<file path="config.mk">
export PLATFORM = sky130hd
export DESIGN_NAME = mem_dbg_arbiter_flat
export DESIGN_NICKNAME = d
export VERILOG_FILES = /design/src/rtl/mem_dbg_arbiter_if.sv /design/src/rtl/mem_dbg_arbiter.sv /design/src/flat_wrapper.sv
export SDC_FILE = /design/constraint.sdc
export NUM_CORES = 1
export LEC_CHECK = 0
export BUFFER_PORTS_ARGS = -buffer_cell sky130_fd_sc_hd__buf_2
export CAP_MARGIN = 20
export CORE_MARGIN = 8
export CORE_UTILIZATION = 49
export CTS_CLUSTER_DIAMETER = 40
export DETAILED_ROUTE_END_ITERATION = 16
export PLACE_DENSITY = 0.89
export SYNTH_ARGS = -nofsm -noshare
export SYNTH_HDL_FRONTEND = slang
export SYNTH_SLANG_ARGS = --single-unit
</file>
<file path="constraint.sdc">
create_clock -name clk -period 2.1 [get_ports clk]
set_input_delay 0.42 -clock clk [delete_from_list [all_inputs] [get_ports clk]]
set_output_delay 0.42 -clock clk [all_outputs]
set_load 0.005 [all_outputs]
</file>
<file path="src/rtl/mem_dbg_arbiter_if.sv">
// Bundle of CPU, memory-block and debug-port signals shared by the arbiter.
// The slave modport is the arbiter's view; the master modport is the surrounding system.
interface mem_dbg_arbiter_if #(
  parameter int DATA_W = 16
);
  logic [DATA_W-1:0] cpu_x;
  logic [2:0]        cpu_write;
  logic              cpu_stall;
  logic [DATA_W-1:0] a_reg;
  logic [DATA_W-1:0] a_mem_reg;
  logic [DATA_W-1:0] mem_x;
  logic [2:0]        mem_write;
  logic              dbg_valid;
  logic              dbg_ready;
  logic              dbg_we;
  logic [DATA_W-1:0] dbg_addr;
  logic [DATA_W-1:0] dbg_wdata;
  logic              dbg_rsp_valid;
  logic              dbg_rsp_ready;
  logic [DATA_W-1:0] dbg_rdata;

  modport slave (
    input  cpu_x, cpu_write, a_reg, a_mem_reg,
    input  dbg_valid, dbg_we, dbg_addr, dbg_wdata, dbg_rsp_ready,
    output cpu_stall, mem_x, mem_write, dbg_ready, dbg_rsp_valid, dbg_rdata
  );

  modport master (
    output cpu_x, cpu_write, a_reg, a_mem_reg,
    output dbg_valid, dbg_we, dbg_addr, dbg_wdata, dbg_rsp_ready,
    input  cpu_stall, mem_x, mem_write, dbg_ready, dbg_rsp_valid, dbg_rdata
  );
endinterface

</file>
<file path="src/rtl/mem_dbg_arbiter.sv">
// Shares the A/D/*A memory block between the CPU and a debug port. A debug access
// stalls the CPU for four cycles: grant, load A, access *A, restore the CPU's A.
module mem_dbg_arbiter #(
  parameter int CPU_SLOTS = 1,
  parameter int DATA_W    = 16
) (
  input  logic                    clk,
  input  logic                    rst_n,
  mem_dbg_arbiter_if.slave        bus,
  output logic [1:0]              fsm_state
);
  // Handshakes: a debug request transfers on the cycle dbg_valid & dbg_ready are both
  // high; a read response transfers on the cycle dbg_rsp_valid & dbg_rsp_ready are both
  // high. Valid must not depend on ready, and a raised response valid holds its data.

  localparam int GW = (CPU_SLOTS < 1) ? 1 : $clog2(CPU_SLOTS + 1);

  typedef enum logic [1:0] {
    IDLE      = 2'd0,
    SET_A     = 2'd1,
    ACCESS    = 2'd2,
    RESTORE_A = 2'd3
  } state_t;

  state_t            state_q, state_d;
  logic [GW-1:0]     guard_q, guard_d;
  logic [DATA_W-1:0] saved_a_q, saved_a_d;
  logic              we_q, we_d;
  logic [DATA_W-1:0] addr_q, addr_d;
  logic [DATA_W-1:0] wdata_q, wdata_d;
  logic [DATA_W-1:0] rdata_q, rdata_d;
  logic              rsp_valid_q, rsp_valid_d;

  logic [DATA_W-1:0] mem_x;
  logic [2:0]        mem_write;
  logic              cpu_stall;
  logic              dbg_ready;
  logic              grant;

  always_ff @(posedge clk or negedge rst_n) begin
    if (!rst_n) begin
      state_q     <= IDLE;
      guard_q     <= '0;
      saved_a_q   <= '0;
      we_q        <= 1'b0;
      addr_q      <= '0;
      wdata_q     <= '0;
      rdata_q     <= '0;
      rsp_valid_q <= 1'b0;
    end else begin
      state_q     <= state_d;
      guard_q     <= guard_d;
      saved_a_q   <= saved_a_d;
      we_q        <= we_d;
      addr_q      <= addr_d;
      wdata_q     <= wdata_d;
      rdata_q     <= rdata_d;
      rsp_valid_q <= rsp_valid_d;
    end
  end

  always_comb begin
    state_d     = state_q;
    guard_d     = guard_q;
    saved_a_d   = saved_a_q;
    we_d        = we_q;
    addr_d      = addr_q;
    wdata_d     = wdata_q;
    rdata_d     = rdata_q;
    rsp_valid_d = rsp_valid_q;
    mem_x       = bus.cpu_x;
    mem_write   = bus.cpu_write;
    cpu_stall   = 1'b0;
    dbg_ready   = 1'b0;
    grant       = (state_q == IDLE) && bus.dbg_valid && (guard_q == '0) && !rsp_valid_q;

    if (rsp_valid_q && bus.dbg_rsp_ready) begin
      rsp_valid_d = 1'b0;
    end

    case (state_q)
      IDLE: begin
        if (guard_q != '0) begin
          guard_d = guard_q - 1'b1;
        end
        if (grant) begin
          // The CPU's write this cycle is dropped; it re-issues after the stall,
          // so a_reg here is still the pre-instruction A.
          dbg_ready = 1'b1;
          cpu_stall = 1'b1;
          mem_write = 3'b000;
          saved_a_d = bus.a_reg;
          we_d      = bus.dbg_we;
          addr_d    = bus.dbg_addr;
          wdata_d   = bus.dbg_wdata;
          state_d   = SET_A;
        end
      end
      SET_A: begin
        mem_x     = addr_q;
        mem_write = 3'b100;
        cpu_stall = 1'b1;
        state_d   = ACCESS;
      end
      ACCESS: begin
        cpu_stall = 1'b1;
        mem_x     = we_q ? wdata_q : addr_q;
        mem_write = we_q ? 3'b001 : 3'b000;
        state_d   = RESTORE_A;
      end
      RESTORE_A: begin
        mem_x     = saved_a_q;
        mem_write = 3'b100;
        cpu_stall = 1'b1;
        guard_d   = GW'(CPU_SLOTS);
        if (!we_q) begin
          rdata_d     = bus.a_mem_reg;
          rsp_valid_d = 1'b1;
        end
        state_d   = IDLE;
      end
      default: state_d = IDLE;
    endcase

    // Keep the memory block and CPU quiet while reset is held.
    if (!rst_n) begin
      mem_x     = '0;
      mem_write = 3'b000;
      cpu_stall = 1'b0;
      dbg_ready = 1'b0;
    end
  end

  assign bus.mem_x         = mem_x;
  assign bus.mem_write     = mem_write;
  assign bus.cpu_stall     = cpu_stall;
  assign bus.dbg_ready     = dbg_ready;
  assign bus.dbg_rsp_valid = rsp_valid_q;
  assign bus.dbg_rdata     = rdata_q;
  assign fsm_state         = state_q;
endmodule

</file>
<file path="src/flat_wrapper.sv">
// flat-port wrapper written by rule: the top's interface ports become plain ports
module mem_dbg_arbiter_flat 
#(
  parameter int CPU_SLOTS = 1,
  parameter int DATA_W    = 16
)
  (clk, rst_n, fsm_state, bus_cpu_x, bus_cpu_write, bus_a_reg, bus_a_mem_reg, bus_dbg_valid, bus_dbg_we, bus_dbg_addr, bus_dbg_wdata, bus_dbg_rsp_ready, bus_cpu_stall, bus_mem_x, bus_mem_write, bus_dbg_ready, bus_dbg_rsp_valid, bus_dbg_rdata);
  mem_dbg_arbiter_if #(.DATA_W(DATA_W)) bus_i ();
  input  logic clk;
  input  logic rst_n;
  output logic [1:0] fsm_state;
  input wire logic [$bits(bus_i.cpu_x)-1:0] bus_cpu_x;
  input wire logic [$bits(bus_i.cpu_write)-1:0] bus_cpu_write;
  input wire logic [$bits(bus_i.a_reg)-1:0] bus_a_reg;
  input wire logic [$bits(bus_i.a_mem_reg)-1:0] bus_a_mem_reg;
  input wire logic [$bits(bus_i.dbg_valid)-1:0] bus_dbg_valid;
  input wire logic [$bits(bus_i.dbg_we)-1:0] bus_dbg_we;
  input wire logic [$bits(bus_i.dbg_addr)-1:0] bus_dbg_addr;
  input wire logic [$bits(bus_i.dbg_wdata)-1:0] bus_dbg_wdata;
  input wire logic [$bits(bus_i.dbg_rsp_ready)-1:0] bus_dbg_rsp_ready;
  output wire logic [$bits(bus_i.cpu_stall)-1:0] bus_cpu_stall;
  output wire logic [$bits(bus_i.mem_x)-1:0] bus_mem_x;
  output wire logic [$bits(bus_i.mem_write)-1:0] bus_mem_write;
  output wire logic [$bits(bus_i.dbg_ready)-1:0] bus_dbg_ready;
  output wire logic [$bits(bus_i.dbg_rsp_valid)-1:0] bus_dbg_rsp_valid;
  output wire logic [$bits(bus_i.dbg_rdata)-1:0] bus_dbg_rdata;
  assign bus_i.cpu_x = bus_cpu_x;
  assign bus_i.cpu_write = bus_cpu_write;
  assign bus_i.a_reg = bus_a_reg;
  assign bus_i.a_mem_reg = bus_a_mem_reg;
  assign bus_i.dbg_valid = bus_dbg_valid;
  assign bus_i.dbg_we = bus_dbg_we;
  assign bus_i.dbg_addr = bus_dbg_addr;
  assign bus_i.dbg_wdata = bus_dbg_wdata;
  assign bus_i.dbg_rsp_ready = bus_dbg_rsp_ready;
  assign bus_cpu_stall = bus_i.cpu_stall;
  assign bus_mem_x = bus_i.mem_x;
  assign bus_mem_write = bus_i.mem_write;
  assign bus_dbg_ready = bus_i.dbg_ready;
  assign bus_dbg_rsp_valid = bus_i.dbg_rsp_valid;
  assign bus_dbg_rdata = bus_i.dbg_rdata;
  mem_dbg_arbiter #(.CPU_SLOTS(CPU_SLOTS), .DATA_W(DATA_W)) u_core (.clk(clk), .rst_n(rst_n), .bus(bus_i), .fsm_state(fsm_state));
endmodule
</file>
==> flow_summary.yaml, run 1 <==
global_routing:
  antenna_found_initial: 1
  grt_max_degree: 38
  overflow: 0
  grt.total_usage_pct: 21.08
  grt_pass1_wl_mm: 16.60
  grt_pass1_vias: 3450
floorplan:
  io_pins: 128
  initial_core_util_pct: 50.66
  std_cell_rows: 30
  die_w_um: 99.81
  die-area_um2: 9962
  die_h_um: 99.81
  fp.coreArea_um2: 6794
timing:
  max_freq_mhz: 464.8
  finalCriticalPeriod_ns: 2.151
  relSlewSlack_pct: 71.94
  timing.setup.tns_ns: -0.3329
  period_share_pct: 102.4
  skew_ns: 0.009432
  rsz0062_at_grt: "true"
  fin_ws_ns: -0.05135
  slew_viol_final: 0
  worst_pin_slew_ns: 0.4209
  finalSetupViolCount: 13
  finalHoldViolations: 0
clocking:
  insertion_delay_ns: 0.34
  hold_buffers: 0
  clock-sinks: 69
  numCtsBuffers: 9
  cts_buffer_depth: 2
  cts_max_level: 3
  cts_root_buffer: "clkbuf_8"
  tritoncts: "done"
  clkTransAtPathRegs_ns: 0.07
worst_setup_path:
  cp-end-kind: "output pin"
  cp.required_ns: 1.68
  cp-start-kind: "register"
  r2r-start: "u_core.fsm_state[1]"
  arrival_ns: 1.73
  timing.rr.end: "u_core.bus.dbg_rdata[0]"
  r2r_cells: 6
  rrSetupSlack_ns: 0.33
  crit_path_max_fanout: 6
  startpoint: "u_core.fsm_state[1]"
  path_class: "register to output pin"
  cp-endpoint: "bus_mem_x[3]"
yosys:
  ys_seq_elements: 69
  yosys.area.top_type: "dfrtp_1"
  netlist_area_um2: 3442
  avgSynthCellArea_um2: 9.303
  synth.distinct_cells: 25
  synthTopCellsByArea: "dfrtp_1 50%, nand2_1 18%, mux2_2 8.2%"
  ys_warn_count: 0
  synth_top_area_share_pct: 50.16
  synth-seq-area-share_pct: 50.16
  syn_inst: 370
  synth_fp_nets: 463
cells_and_area:
  multi_input_area_um2: 1773
  layout_commonest_cell: "nand2_1"
  fillers: 533
  nNetsFinal: 603
  mostFrequentLayoutCells: "167 x nand2_1, 125 x buf_2, 67 x dfrtp_1"
  n_antenna_cell: 0
  ff_latch_area_um2: 1729
  syn_to_final_growth_pct: 38.28
  layout-drive-gt1-share_pct: 46.39
place:
  numPortBuffers: 127
  hpwl_mm: 7.453
  place_worst_setup_slack_ns: -0.05277
  place_congestion: 0.8910
detailed_routing:
  drc: 0
  drtAntennaViolNets: 0
  wl_per_cell_um: 17.81
  routed_wl_mm: 10.84
  drt_first_pass_iters: 5
  vias: 3184
  drtIter0Drc: 133
  avgViaCountPerCell: 5.228
hold_path:
  min_path_type: "input pin to asynchronous set/reset pin"
pwr:
  p_leak_uw: 0.002461
  ir_drop_mv: 0.8652
  power_uw: 7280
  power_density_nw_per_um2: 1529
job:
  maxCapViolations: 0
run_status:
  status: "finished with violations"
  failed_checks: "negative setup slack"
==> area by class of cell <==
| type | instances | share of cell area [%] |
|---|---|---|
| Clock buffer | 12 | 3.049 |
| Clock inverter | 2 | 0.7361 |
| Inverter | 4 | 0.4732 |
| Multi-Input combinational cell | 269 | 37.25 |
| Sequential cell | 69 | 36.33 |
| Tap cell | 96 | 2.524 |
| Timing Repair Buffer | 157 | 19.64 |
==> flip-flops by register name, summed over array words and instances (netlist names) <==
| name | cells |
|---|---|
| u_core.wdata_q | 16 |
| u_core.addr_q | 16 |
| u_core.fsm_state | 2 |
| u_core.we_q | 1 |
| u_core.bus.dbg_rdata | 16 |
| u_core.guard_q | 1 |
| u_core.bus.dbg_rsp_valid | 1 |
| u_core.saved_a_q | 16 |
==> what timing repair did <==
item / in CTS / in global routing
hold endpoints to repair: 0 / 0
gates cloned: 0 / 2
setup buffers: 4 / 5
pin swaps: 4 / 10
endpoints found under the setup margin: 21 / 19
gates resized for setup: 40 / 29
==> stage by stage <==
stage,cell area [um2],utilization [%],cells,hold slack (ns)
2_1_floorplan,3442,-,370,0.1244
3_3_place_gp,4163,61.27,584,0.3529
3_5_place_dp,4163,61.27,584,0.3680
4_1_cts,4529,66.67,602,0.01269
5_1_grt,4760,70.06,609,0.01191
6_report,4760,70.06,609,0.008176
==> power by group <==
group	internal [uW]	switching [uW]	total [uW]
Sequential	1960	527	2490
Combinational	1930	1840	3770
Clock	567	451	1020
Total	4460	2820	7280
==> synth_stat cells <==
cell type and count:
nand2_1 167, o31ai_1 1, ha_1 5, nor2_1 1, buf_4 5, a21oi_1 17
buf_6 4, nand3_1 1, and3_1 1, inv_1 4, nand4bb_1 1, a221oi_1 16
and4bb_1 1, clkbuf_2 1, buf_2 11, dfrtp_1 69, clkbuf_1 6, buf_12 1
nor2b_4 1, mux2_4 9, and2_1 4, o22ai_1 1, a21o_1 1, o21ai_0 17
mux2_2 25
==> metal layers <==
layer  global-route usage [%]  share of wire [%]
met4                    8.498                2.1
met3                    8.581                8.2
met2                    35.92                 51
met1                    22.71                 39
met5                        0               0.11
==> worst max-delay path, cell delays in order (launching register included) <==
cell      delay (ns)
dfrtp_2         0.45
buf_6           0.13
ha_4            0.18
buf_12          0.15
a221oi_4        0.25
a21oi_1         0.11
buf_2           0.13
==> cells by family after synthesis <==
| logic type | after synthesis | share of synthesized area (%) |
|---|---|---|
| AO/OA/AOI/OAI | 53 | 9.633 |
| flip-flops | 69 | 50.16 |
| buffers and inverters | 32 | 5.816 |
| adder cells (fa/ha/maj) | 5 | 1.818 |
| multiplexers | 34 | 12.10 |
| AND/OR/NAND/NOR | 177 | 20.46 |
==> worst min-delay path by stage <==
stage | from | end | cells after the start
3_5_place_dp | rst_n | u_core.addr_q[1] | 1
2_1_floorplan | rst_n | u_core.addr_q[0] | 0
6_report | rst_n | u_core.addr_q[1] | 1
3_3_place_gp | rst_n | u_core.saved_a_q[1] | 1
5_1_grt | rst_n | u_core.addr_q[1] | 1
4_1_cts | rst_n | u_core.addr_q[1] | 1
Power figures use the tool's default switching activity.
==> run 2: changes to the inputs <==
--- a/config.mk
+++ b/config.mk
@@ -6,11 +6,11 @@
 export NUM_CORES = 1
 export LEC_CHECK = 0
 export BUFFER_PORTS_ARGS = -buffer_cell sky130_fd_sc_hd__buf_2
-export CAP_MARGIN = 20
 export CORE_MARGIN = 8
 export CORE_UTILIZATION = 49
 export CTS_CLUSTER_DIAMETER = 40
 export DETAILED_ROUTE_END_ITERATION = 16
+export GPL_TIMING_DRIVEN = 1
 export PLACE_DENSITY = 0.89
 export SYNTH_ARGS = -nofsm -noshare
 export SYNTH_HDL_FRONTEND = slang
==> constraint.sdc (replaced) <==
create_clock -name clk -period 2.18 [get_ports clk]
set_input_delay 0.436 -clock clk [delete_from_list [all_inputs] [get_ports clk]]
set_output_delay 0.436 -clock clk [all_outputs]
set_load 0.005 [all_outputs]
==> flow_summary.yaml, run 2 (synthesis gave the netlist of run 1 again) <==
cells_and_area:
  mostFrequentLayoutCells: "167 x nand2_1, 127 x buf_2, 68 x dfrtp_1"
  final_core_util_pct: 68.84
  nNetsFinal: 600
  syn_to_final_growth_pct: 35.88
  layout_commonest_cell: "nand2_1"
  layout-drive-gt1-share_pct: 44.53
clocking:
  hold_buffers: 0
  clock-sinks: 69
  tritoncts: "done"
  clkTransAtPathRegs_ns: 0.07
  numCtsBuffers: 9
  cts_max_level: 3
  insertion_delay_ns: 0.33
  cts_root_buffer: "clkbuf_8"
  cts_buffer_depth: 2
place:
  place_congestion: 0.8766
  place_worst_setup_slack_ns: 0.05807
  numPortBuffers: 127
  hpwl_mm: 7.217
detailed_routing:
  drtIter0Drc: 141
  drc: 0
  drtAntennaViolNets: 0
  routed_wl_mm: 10.49
  vias: 3132
  wl_per_cell_um: 17.23
  avgViaCountPerCell: 5.143
  drt_first_pass_iters: 4
timing:
  finalCriticalPeriod_ns: 2.172
  timing.setup.tns_ns: 0
  fin_ws_ns: 0.008311
  holdWs_ns: 0.05338
  skew_ns: 0.006420
  worst_pin_slew_ns: 0.5670
  slew_viol_final: 0
  rsz0062_at_grt: "true"
  period_share_pct: 99.62
  max_freq_mhz: 460.5
  finalHoldViolations: 0
  finalSetupViolCount: 0
  relSlewSlack_pct: 62.12
worst_setup_path:
  cp-end-kind: "output pin"
  path_class: "register to output pin"
  cp_slowest_stage_delay_ns: 0.44
  cp.required_ns: 1.74
  cp-start-kind: "register"
  arrival_ns: 1.74
  critical_path.slowest_cell: "dfrtp_2"
  path_cells: "buf_4 -> ha_4 -> buf_8 -> a221oi_4 -> a21oi_1 -> buf_2"
  crit_path_max_fanout: 7
global_routing:
  grt_use_met1_pct: 22.43
  overflow: 0
  grt_max_degree: 50
  gr-usage-met3_pct: 9.481
  gr-usage-met2_pct: 32.73
  gr-max-usage-layer: "met2"
  grt_pass1_vias: 3408
  grt_pass1_wl_mm: 16.10
  grt.total_usage_pct: 20.21
  antenna_found_initial: 3
hold_path:
  min_path_type: "input pin to asynchronous set/reset pin"
pwr:
  power_density_nw_per_um2: 1460
  ir_drop_mv: 0.8430
  power_uw: 6828
  p_leak_uw: 0.002439
floorplan:
  die-area_um2: 9962
  std_cell_rows: 30
  initial_core_util_pct: 50.66
  io_pins: 128
  die_w_um: 99.81
  fp.coreArea_um2: 6794
  die_h_um: 99.81
run_status:
  status: "complete, no violations"
job:
  maxCapViolations: 0
## run 2: cell types whose count changed in the layout (fill, tap and decap cells not counted), sizes merged
cell	before	now
buf	156	154
clkbuf	13	12
clkinv	1	2
clkinvlp	0	1
diode	0	1
## run 2: what timing repair did
item                                    4_1_cts  5_1_grt
endpoints found under the setup margin       19       19
cloned                                        0        2
setup buffers                                 5        4
pin swaps                                     0        9
gates resized for setup                       8       39
## run 2: worst paths after layout
| kind | startpoint | slack, ns | end | depth (start not counted) |
|---|---|---|---|---|
| min | rst_n | 0.05 | u_core.wdata_q[1] | 1 |
| min reg2reg | u_core.wdata_q[1] | 0.47 | u_core.wdata_q[1] | 2 |
| min in group clk | bus_dbg_addr[0] | 0.29 | u_core.addr_q[0] | 3 |
| max | u_core.fsm_state[0] | 0.008 | bus_mem_x[10] | 6 |
| max in group asynchronous | rst_n | 1.52 | u_core.bus.dbg_rdata[5] | 2 |
| max reg2reg | u_core.fsm_state[0] | 0.29 | u_core.bus.dbg_rdata[3] | 5 |
## run 2: cell type report
| type | count | area [um2] |
|---|---|---|
| timing repair buffer | 154 | 909.6 |
| clock buffer | 12 | 145.1 |
| multi-input combinational | 269 | 1707 |
| antenna | 1 | 2.502 |
| inverter | 4 | 17.52 |
| tap | 96 | 120.1 |
| sequential | 69 | 1728 |
| fill | 539 | 2117 |
| clock inverter | 4 | 47.55 |
## run 2: report_power, final
group | switching [uW] | leakage, uW | internal, uW | total, uW
clock | 453 | 0.0000964 | 557 | 1010
combinational | 1710 | 0.00149 | 1770 | 3480
sequential | 451 | 0.000852 | 1890 | 2340
## run 2: metrics by stage
step / cell area, um2 / instances
finish: 4677 / 609
global route: 4677 / 609
CTS: 4422 / 602
detailed placement: 4140 / 581
global placement: 4140 / 581
floorplan: 3442 / 370
## run 2: per-layer routing
metal / vias to the layer above / share of wire (%)
met5: - / 0.21
met4: 4 / 2.5
met3: 23 / 9.1
met2: 121 / 49
met1: 1478 / 39
li1: 1506 / -
## run 2: worst max-delay path, delay by kind of cell (launching register included)
family,cells,cell delay [ns]
buf+inv,3,0.43
fa+ha+maj,1,0.18
flops,1,0.44
compound gates,2,0.35
